### config.mk
export PLATFORM = sky130hd
export DESIGN_NAME = cone_eval_sequencer
export DESIGN_NICKNAME = d
export VERILOG_FILES = /design/src/rtl/cone_seq_pkg.sv /design/src/rtl/cone_logic.sv /design/src/rtl/cone_eval_sequencer.sv
export SDC_FILE = /design/constraint.sdc
export NUM_CORES = 1
export LEC_CHECK = 0
export CAP_MARGIN = 20
export CORE_MARGIN = 2
export CORE_UTILIZATION = 40
export CTS_CLUSTER_DIAMETER = 120
export DETAILED_ROUTE_END_ITERATION = 10
export PLACE_DENSITY = 0.7
export SYNTH_ARGS = -nofsm -noshare
export SYNTH_HDL_FRONTEND = slang
export SYNTH_SLANG_ARGS = --single-unit
### constraint.sdc
create_clock -name clk -period 2.08 [get_ports clk]
set_input_delay 0.416 -clock clk [delete_from_list [all_inputs] [get_ports clk]]
set_output_delay 0.416 -clock clk [all_outputs]
set_load 0.03 [all_outputs]
### src/rtl/cone_seq_pkg.sv
`default_nettype none
// ============================================================================
// Module      : cone_seq_pkg
// Description : Shared widths and the FSM state encoding for the cone
//               evaluation sequencer and its combinational cone.
// Contents    : VEC_W     - width of an evaluated vector (7)
//               CNT_W     - width of the sweep ones counter (8)
//               SETTLE_W  - width of the settle down-counter (4)
//               state_t   - FSM state type, ST_* encodings
// Revision    : 1.0 - initial release
// ============================================================================
package cone_seq_pkg;

  localparam int VEC_W    = 7;
  localparam int CNT_W    = 8;
  localparam int SETTLE_W = 4;

  // Last vector of an exhaustive sweep; the generator wraps to 0 after it.
  localparam logic [VEC_W-1:0] VEC_LAST = 7'h7F;

  // State encoding.
  typedef logic [1:0] state_t;
  localparam state_t ST_IDLE    = 2'd0;
  localparam state_t ST_SETTLE  = 2'd1;
  localparam state_t ST_CAPTURE = 2'd2;
  localparam state_t ST_DONE    = 2'd3;

endpackage : cone_seq_pkg
`default_nettype wire

### src/rtl/cone_logic.sv
`default_nettype none
// ============================================================================
// Module      : cone_logic
// Description : Purely combinational logic cone under evaluation:
//                 b = NOR( AND( OR(!a0, a1&a2), OR(a3,a4) ), NAND(a5,a6) )
// Ports       : vec [6:0] in  - operand vector, bit 0 is a0
//               b         out - cone result
// Revision    : 1.0 - initial release
// ============================================================================
module cone_logic
  import cone_seq_pkg::*;
(
  input  logic [VEC_W-1:0] vec,
  output logic             b
);

  logic w_or_low;
  logic w_or_mid;
  logic w_and_term;
  logic w_nand_hi;

  assign w_or_low   = ~vec[0] | (vec[1] & vec[2]);
  assign w_or_mid   = vec[3] | vec[4];
  assign w_and_term = w_or_low & w_or_mid;
  assign w_nand_hi  = ~(vec[5] & vec[6]);
  assign b          = ~(w_and_term | w_nand_hi);

endmodule : cone_logic
`default_nettype wire

### src/rtl/cone_eval_sequencer.sv
`default_nettype none
// ============================================================================
// Module      : cone_eval_sequencer
// Description : Launches a 7-bit vector into a combinational cone, waits
//               SETTLE_CYCLES cycles, captures the result and hands it out
//               over a valid/ready pair. Optional exhaustive-sweep engine
//               counts how many of the 128 vectors give b=1.
// Macro       : CONE_SWEEP_EN - compiles in the sweep engine; when undefined
//               sweep_start is ignored and the sweep outputs are tied 0.
// Parameters  : SETTLE_CYCLES - launch-to-capture settle time, 1..15
// Ports       : clk          in  - clock, rising edge
//               rst          in  - synchronous active-high reset
//               in_valid     in  - vector offered
//               in_vec[6:0]  in  - vector to evaluate, bit 0 is a0
//               in_ready     out - vector accepted this cycle
//               out_valid    out - result presented
//               out_ready    in  - consumer takes the result
//               out_vec[6:0] out - launched vector echo
//               out_b        out - captured cone result
//               sweep_start  in  - single-cycle sweep request
//               sweep_busy   out - sweep in progress
//               sweep_done   out - one-cycle pulse at sweep end
//               ones_count   out - b=1 count of the last sweep
// Revision    : 1.0 - initial release
// ============================================================================
module cone_eval_sequencer
  import cone_seq_pkg::*;
#(
  parameter int SETTLE_CYCLES = 2
)
(
  input  logic             clk,
  input  logic             rst,
  input  logic             in_valid,
  input  logic [VEC_W-1:0] in_vec,
  output logic             in_ready,
  output logic             out_valid,
  input  logic             out_ready,
  output logic [VEC_W-1:0] out_vec,
  output logic             out_b,
  input  logic             sweep_start,
  output logic             sweep_busy,
  output logic             sweep_done,
  output logic [CNT_W-1:0] ones_count
);

  if ((SETTLE_CYCLES < 1) || (SETTLE_CYCLES > 15)) begin : g_settle_range_err
    $error("SETTLE_CYCLES must be within 1..15");
  end

  localparam logic [SETTLE_W-1:0] C_SETTLE_INIT = SETTLE_W'(SETTLE_CYCLES);

  state_t              r_state;
  logic [SETTLE_W-1:0] r_cnt;
  logic [VEC_W-1:0]    r_launch;

  logic             w_b;
  logic             w_idle;
  logic             w_capture;
  logic             w_accept;
  logic             w_sweep_go;
  logic             w_sweep_active;
  logic             w_sweep_last;
  logic [VEC_W-1:0] w_gen_next;

  // The cone only ever sees the launch register, so in_vec may change
  // freely once a vector has been accepted.
  cone_logic u_cone (
    .vec (r_launch),
    .b   (w_b)
  );

  assign w_idle    = (r_state == ST_IDLE);
  assign w_capture = (r_state == ST_CAPTURE);

  // A sweep request in the same cycle as an offered vector wins, so the
  // vector is refused rather than silently dropped.
  assign in_ready  = w_idle && !sweep_busy && !w_sweep_go;
  assign w_accept  = in_valid && in_ready;
  assign out_valid = (r_state == ST_DONE);

`ifdef CONE_SWEEP_EN
  logic [VEC_W-1:0] r_gen;
  logic             r_busy;
  logic             r_done;
  logic [CNT_W-1:0] r_ones;

  assign w_sweep_go     = w_idle && !r_busy && sweep_start;
  assign w_sweep_active = r_busy;
  assign w_sweep_last   = (r_gen == VEC_LAST);
  assign w_gen_next     = r_gen + 1'b1;

  always_ff @(posedge clk) begin
    if (rst) begin
      r_gen  <= '0;
      r_busy <= 1'b0;
      r_done <= 1'b0;
      r_ones <= '0;
    end else begin
      r_done <= 1'b0;
      if (w_sweep_go) begin
        r_gen  <= '0;
        r_busy <= 1'b1;
        r_ones <= '0;
      end else if (r_busy && w_capture) begin
        // Generator naturally wraps 127 -> 0 at the final capture.
        r_gen <= w_gen_next;
        if (w_b) begin
          r_ones <= r_ones + 1'b1;
        end
        if (w_sweep_last) begin
          r_busy <= 1'b0;
          r_done <= 1'b1;
        end
      end
    end
  end

  assign sweep_busy = r_busy;
  assign sweep_done = r_done;
  assign ones_count = r_ones;
`else
  logic w_unused_sweep_start;

  assign w_unused_sweep_start = sweep_start;
  assign w_sweep_go           = 1'b0;
  assign w_sweep_active       = 1'b0;
  assign w_sweep_last         = 1'b0;
  assign w_gen_next           = '0;
  assign sweep_busy           = 1'b0;
  assign sweep_done           = 1'b0;
  assign ones_count           = '0;
`endif

  always_ff @(posedge clk) begin
    if (rst) begin
      r_state  <= ST_IDLE;
      r_cnt    <= '0;
      r_launch <= '0;
      out_vec  <= '0;
      out_b    <= 1'b0;
    end else begin
      case (r_state)
        ST_IDLE: begin
          if (w_sweep_go) begin
            r_launch <= '0;
            r_cnt    <= C_SETTLE_INIT;
            r_state  <= ST_SETTLE;
          end else if (w_accept) begin
            r_launch <= in_vec;
            r_cnt    <= C_SETTLE_INIT;
            r_state  <= ST_SETTLE;
          end
        end
        ST_SETTLE: begin
          r_cnt <= r_cnt - 1'b1;
          if (r_cnt == 1) begin
            r_state <= ST_CAPTURE;
          end
        end
        ST_CAPTURE: begin
          if (w_sweep_active) begin
            // Sweep captures feed only the ones counter; the result
            // outputs keep their last handed-out value.
            if (w_sweep_last) begin
              r_state <= ST_IDLE;
            end else begin
              r_launch <= w_gen_next;
              r_cnt    <= C_SETTLE_INIT;
              r_state  <= ST_SETTLE;
            end
          end else begin
            out_vec <= r_launch;
            out_b   <= w_b;
            r_state <= ST_DONE;
          end
        end
        ST_DONE: begin
          if (out_ready) begin
            r_state <= ST_IDLE;
          end
        end
        default: begin
          r_state <= ST_IDLE;
        end
      endcase
    end
  end

endmodule : cone_eval_sequencer
`default_nettype wire

# --- Yosys cells after proc, flatten, opt, wreduce, memory -nomap -nowiden ---
# Cells that the tools add are included.
# Widths: inputs -> output; s select.
word_totals:
  regBits: 21
  latchBits: 0
  ramBits: 0
  rom_bits: 0
  input_bits: 12
  output_inout_bits: 20
  wordCells: 34
  memories: 0
op_classes:
  addsub: 1
  multipliers: 0
  div_mod_pow: 0
  order_cmp: 0
  eq_ne: 7
  n_shift: 0
  n_mux: 6
  bitwise: 9
  n_reduce_logical: 6
ops:
  columns: ["op", "n"]
  rows:
  - ["$pmux 2 s4", 1]
  - ["$pmux 4 s2", 1]
  - ["$mux 2", 3]
  - ["$eq 2x2->1 const B", 2]
  - ["$eq 4x1->1 const B", 1]
  - ["$mux 4", 1]
  - ["$ne 2x1->1 const B", 2]
  - ["$reduce_and 2->1", 2]
  - ["$sub 4x1->4 const B", 1]
  - ["$and 1x1->1", 3]
  - ["$not 1->1", 3]
  - ["$or 1x1->1", 3]
  - ["$reduce_and 3->1", 1]
  - ["$eq 2x1->1 const B", 1]
  - ["$logic_not 2->1", 1]
  - ["$ne 2x2->1 const B", 1]
  - ["$reduce_bool 2->1", 1]
  - ["$logic_and 1x1->1", 1]

# --- Depth between registers and ports, before layout ---
logic_depth:
  ltp_word: 5
  mapped_depth: 6
  mapped_depth_nobuf: 6

# --- Cells and area by module ---
# Synthesis repeated with hierarchy kept, for this count alone.
hier_totals:
  cells_unflattened: 115
  area_unflattened_um2: 1018.5
by_module_without_submodules:
  columns: ["module", "instances", "cells_each", "area_each_um2", "seq_area_each_um2"]
  rows:
  - ["cone_eval_sequencer", 1, 112, 997.2, 420.4]
  - ["cone_logic", 1, 3, 21.3, 0.0]

# --- Worst setup path before layout ---
# No wires, ideal clock.
synth_timing:
  path_kind: "register to register"
  from: "register r_state[0]"
  to: "register r_state[1]"
  setup_ns: 0.128
  arrival_time_ns: 1.457
  required_time_ns: 1.952
  path_slack_ns: 0.495
  path_stages_with_launch: 7
  path_buffers: 0
  synth_period_minus_slack_ns: 1.585
  cell_sequence: "dfxtp_1 > inv_1 > ha_1 > nor2b_1 > a221oi_4 > mux2i_1 > nor2_1"
synth_via:
  elab_chain_cells: 4
  word_cells_on_any_way: 10
  cone_classes: "eq/ne (6); mux (1); reduce/logical (3)"
synth_lines:
  columns: ["element", "line_no", "source"]
  rows:
  - ["start, declared", "cone_eval_sequencer.sv:53", "state_t r_state;"]
  - ["start signal, assigned", "cone_eval_sequencer.sv:137", "r_state <= ST_IDLE;"]
  - ["start signal, assigned", "cone_eval_sequencer.sv:148", "r_state <= ST_SETTLE;"]
  - ["start signal, assigned", "cone_eval_sequencer.sv:152", "r_state <= ST_SETTLE;"]
  - ["$logic_not 2->1 *", "cone_eval_sequencer.sv:73", "assign w_idle = (r_state == ST_IDLE);"]
  - ["named net in_ready", "cone_eval_sequencer.sv:36", "output logic in_ready,"]
  - ["$logic_and 1x1->1", "cone_eval_sequencer.sv:79", "assign w_accept = in_valid && in_ready;"]
  - ["$ne 2x1->1 (no source line)", null, null]
  - ["$reduce_and 3->1 (no source line)", null, null]
# Mark *: on every way through the listed nets, which the timed path passes. The rest lies on a longest branch.
# A chain may end at the register's enable or synchronous reset.

# --- Worst setup path after layout ---
layout_timing:
  from: "register r_state[0]"
  to: "output port out_valid"
layout_via:
  elab_chain_cells: 1
layout_lines:
  columns: ["element", "line_no", "source"]
  rows:
  - ["$eq 2x2->1", "cone_eval_sequencer.sv:80", "assign out_valid = (r_state == ST_DONE);"]
  - ["end, declared", "cone_eval_sequencer.sv:37", "output logic out_valid,"]
# No other way between the ends.

==> results.cfg <==
[status]
status = completed

[setup_path]
rr_worst_depth = 7
startpoint = r_state[0]
endpoint_kind = output pin
rr_startpoint = r_state[0]
cp.arrival_ns = 1.37
path_max_fanout = 4
cpPeakStageDelay_ns = 0.43
worstSetupStartpointType = flip-flop
crit_buf_inv = 1
crit_family = buffers and inverters
path_cells = ha_1, dlygate4sd2_1
cp.required_ns = 1.66
worst-r2r-setup-slack_ns = 0.37
slowest_stage = dlygate4sd2_1
worstSetupPathType = reg -> out
r2r-end = r_state[1]

[clock_network]
cts-hold-fix-buffers = 0
post-cts-setup-buffers = 0
cts-buffers-inserted = 3
cts-htree-levels = 1
cts-root-buf = clkbuf_4
worstSkewPairLatency_ns = 0.30
clk_pin_slew_ns = 0.11
cts_buffer_depth = 2
cts_tree = done
clock-sinks = 21

[finish]
nets = 155
fin_cells = 166
mostFrequentLayoutCell = dfxtp_1
final_cell_mix = 21 x dfxtp_1, 18 x clkdlybuf4s50_1, 12 x a21oi_1
final_util = 0.511
areaGrowthSynthToFinish_pct = 22.4
diodes = 0
layout-drive-gt1-share = 0.0809

[pwr]
power_density_nw_per_um2 = 1140
peakVddDrop_mv = 0.631
leakage_nw = 0.492

[sta]
post-route-period-util = 0.860
setup_viol = 0
worstMarginPinSlew_ns = 0.520
slew_headroom = 0.654
hold_viol = 0
rsz0062_at_grt = no
slew_viol_final = 0
finClkSkew_ns = 0.00271
fin_crit_ns = 1.79
setup_tns_ns = 0
max_freq_mhz = 559

[die]
core_area_um2 = 2430
fp.dieH_um = 54.4
fp.dieArea_um2 = 2960
die_width_um = 54.4
ios = 32
start_util = 0.418
row_count = 18

[place]
place.gp.congestion = 0.826
dp_hpwl_mm = 1.52
dp.cells = 162
io_buffers = 20

[synth]
yosysWarnings = 0
ys_types = 24
synth-seq-cells = 21
syn_inst = 115
synth_area_per_cell_um2 = 8.83
synth.yosys.seq_area_share = 0.414
synth_area_leaders = dfxtp_1 41%, mux2i_1 7.9%, buf_4 7.4%
yosysTopAreaCell = dfxtp_1
yosysTopAreaCellShare = 0.414
synth.cell_area_um2 = 1020

[worst_hold_path]
min_from = r_launch[0]
min_to = r_launch[0]
hold_path.class = reg -> reg
worstHoldPathCells = 2

[drt]
drtIter0Drc = 8
finalWirelength_mm = 1.92
vias = 777
postRouteAntennaNets = 0
routed_via_density = 4.68
wire_per_inst_um = 11.6
drc_errors = 0
dr.pass1.iters = 4

[global_route]
antenna_found_initial = 0
gr-usage-met3 = 0.0246
grt_max_degree = 14
use_met1 = 0.174
busiest_layer = met2
grt_overflow = 0
met2_usage = 0.265
grt_pass1_wl_mm = 3.19
grtUsageTotal = 0.151
grt_pass1_vias = 741

[job]
cap_violations = 0
==> per-stage QoR <==
stage | setup WS (ns) | power (mW) | cell area, um^2 | hold WS (ns)
2_1_floorplan | 0.495 | 1.07 | 1050 | 0.445
3_3_place_gp | 0.388 | 1.21 | 1220 | 0.461
3_5_place_dp | 0.313 | 1.26 | 1220 | 0.469
4_1_cts | 0.0543 | 1.45 | 1240 | 0.486
5_1_grt | 0.227 | 1.55 | 1240 | 0.510
6_report | 0.291 | 1.42 | 1240 | 0.483
==> final cells by class <==
cell class / count / area [um^2]
multi-input combinational: 83 / 517
clock buffer: 4 / 26.3
timing repair buffer: 23 / 224
tap: 30 / 37.5
sequential: 21 / 420
fill: 234 / 1190
inverter: 5 / 18.8
==> sequential cells by signal, indices dropped and copies added, names as in the netlist <==
register / count
r_cnt: 4
r_launch: 7
r_state: 2
out_b: 1
out_vec: 7
==> worst max-delay path by stage <==
stage	cells past startpoint	end
2_1_floorplan	6	r_state[1]
3_3_place_gp	6	r_cnt[0]
3_5_place_dp	6	r_cnt[0]
4_1_cts	3	in_ready
5_1_grt	7	r_state[1]
6_report	2	out_valid
==> worst reg2reg max path: cells and delay by family (launching register included) <==
kind / cells / cell delay [ns]
AND/OR/NAND/NOR: 2 / 0.24
AO/OA/AOI/OAI: 1 / 0.26
multiplexers: 1 / 0.24
flip-flops: 1 / 0.40
adder cells (fa/ha/maj): 1 / 0.21
buffers and inverters: 2 / 0.26
==> cells in the mapped netlist <==
cell,instances
nand2_1,11
a221oi_4,1
o2111ai_1,1
a21boi_0,1
clkbuf_1,5
nand3_1,8
or3_1,1
a31o_2,1
dfxtp_1,21
mux2i_1,8
conb_1,1
nor3b_1,1
buf_4,10
or3b_4,1
inv_1,5
nor3_1,1
nand2b_1,2
and2_2,1
o21ai_0,3
a211oi_2,1
nor2b_1,2
nor2_1,11
a21oi_1,12
ha_1,6
==> power breakdown <==
part | internal [mW] | leakage [nW] | switching [mW]
registers | 0.484 | 0.171 | 0.0644
logic | 0.286 | 0.306 | 0.395
clock network | 0.0747 | 0.0150 | 0.117
==> kinds of logic (layout without fill, tap and decap cells) <==
logic type | Yosys count | in the layout | synth area share
and+or+nand+nor | 39 | 39 | 0.182
DFF | 21 | 21 | 0.414
AOI/OAI and AO/OA | 20 | 20 | 0.137
buffers and inverters | 20 | 32 | 0.111
muxes | 8 | 8 | 0.0788
adders and majority gates | 6 | 6 | 0.0739
other | 1 | 10 | 0.00369
==> routing by layer <==
metal | share of wire | wire length (um)
met1 | 0.45 | 858
met2 | 0.52 | 1000
met3 | 0.022 | 43
met4 | 0.0099 | 19
met5 | 0 | 0
==> timing repair <==
| item | CTS | global route |
|---|---|---|
| resized for setup | 1 | 1 |
| gates cloned | 0 | 0 |
| setup endpoints to repair | 1 | 1 |
Note: power is estimated with default switching activity, not from simulation.
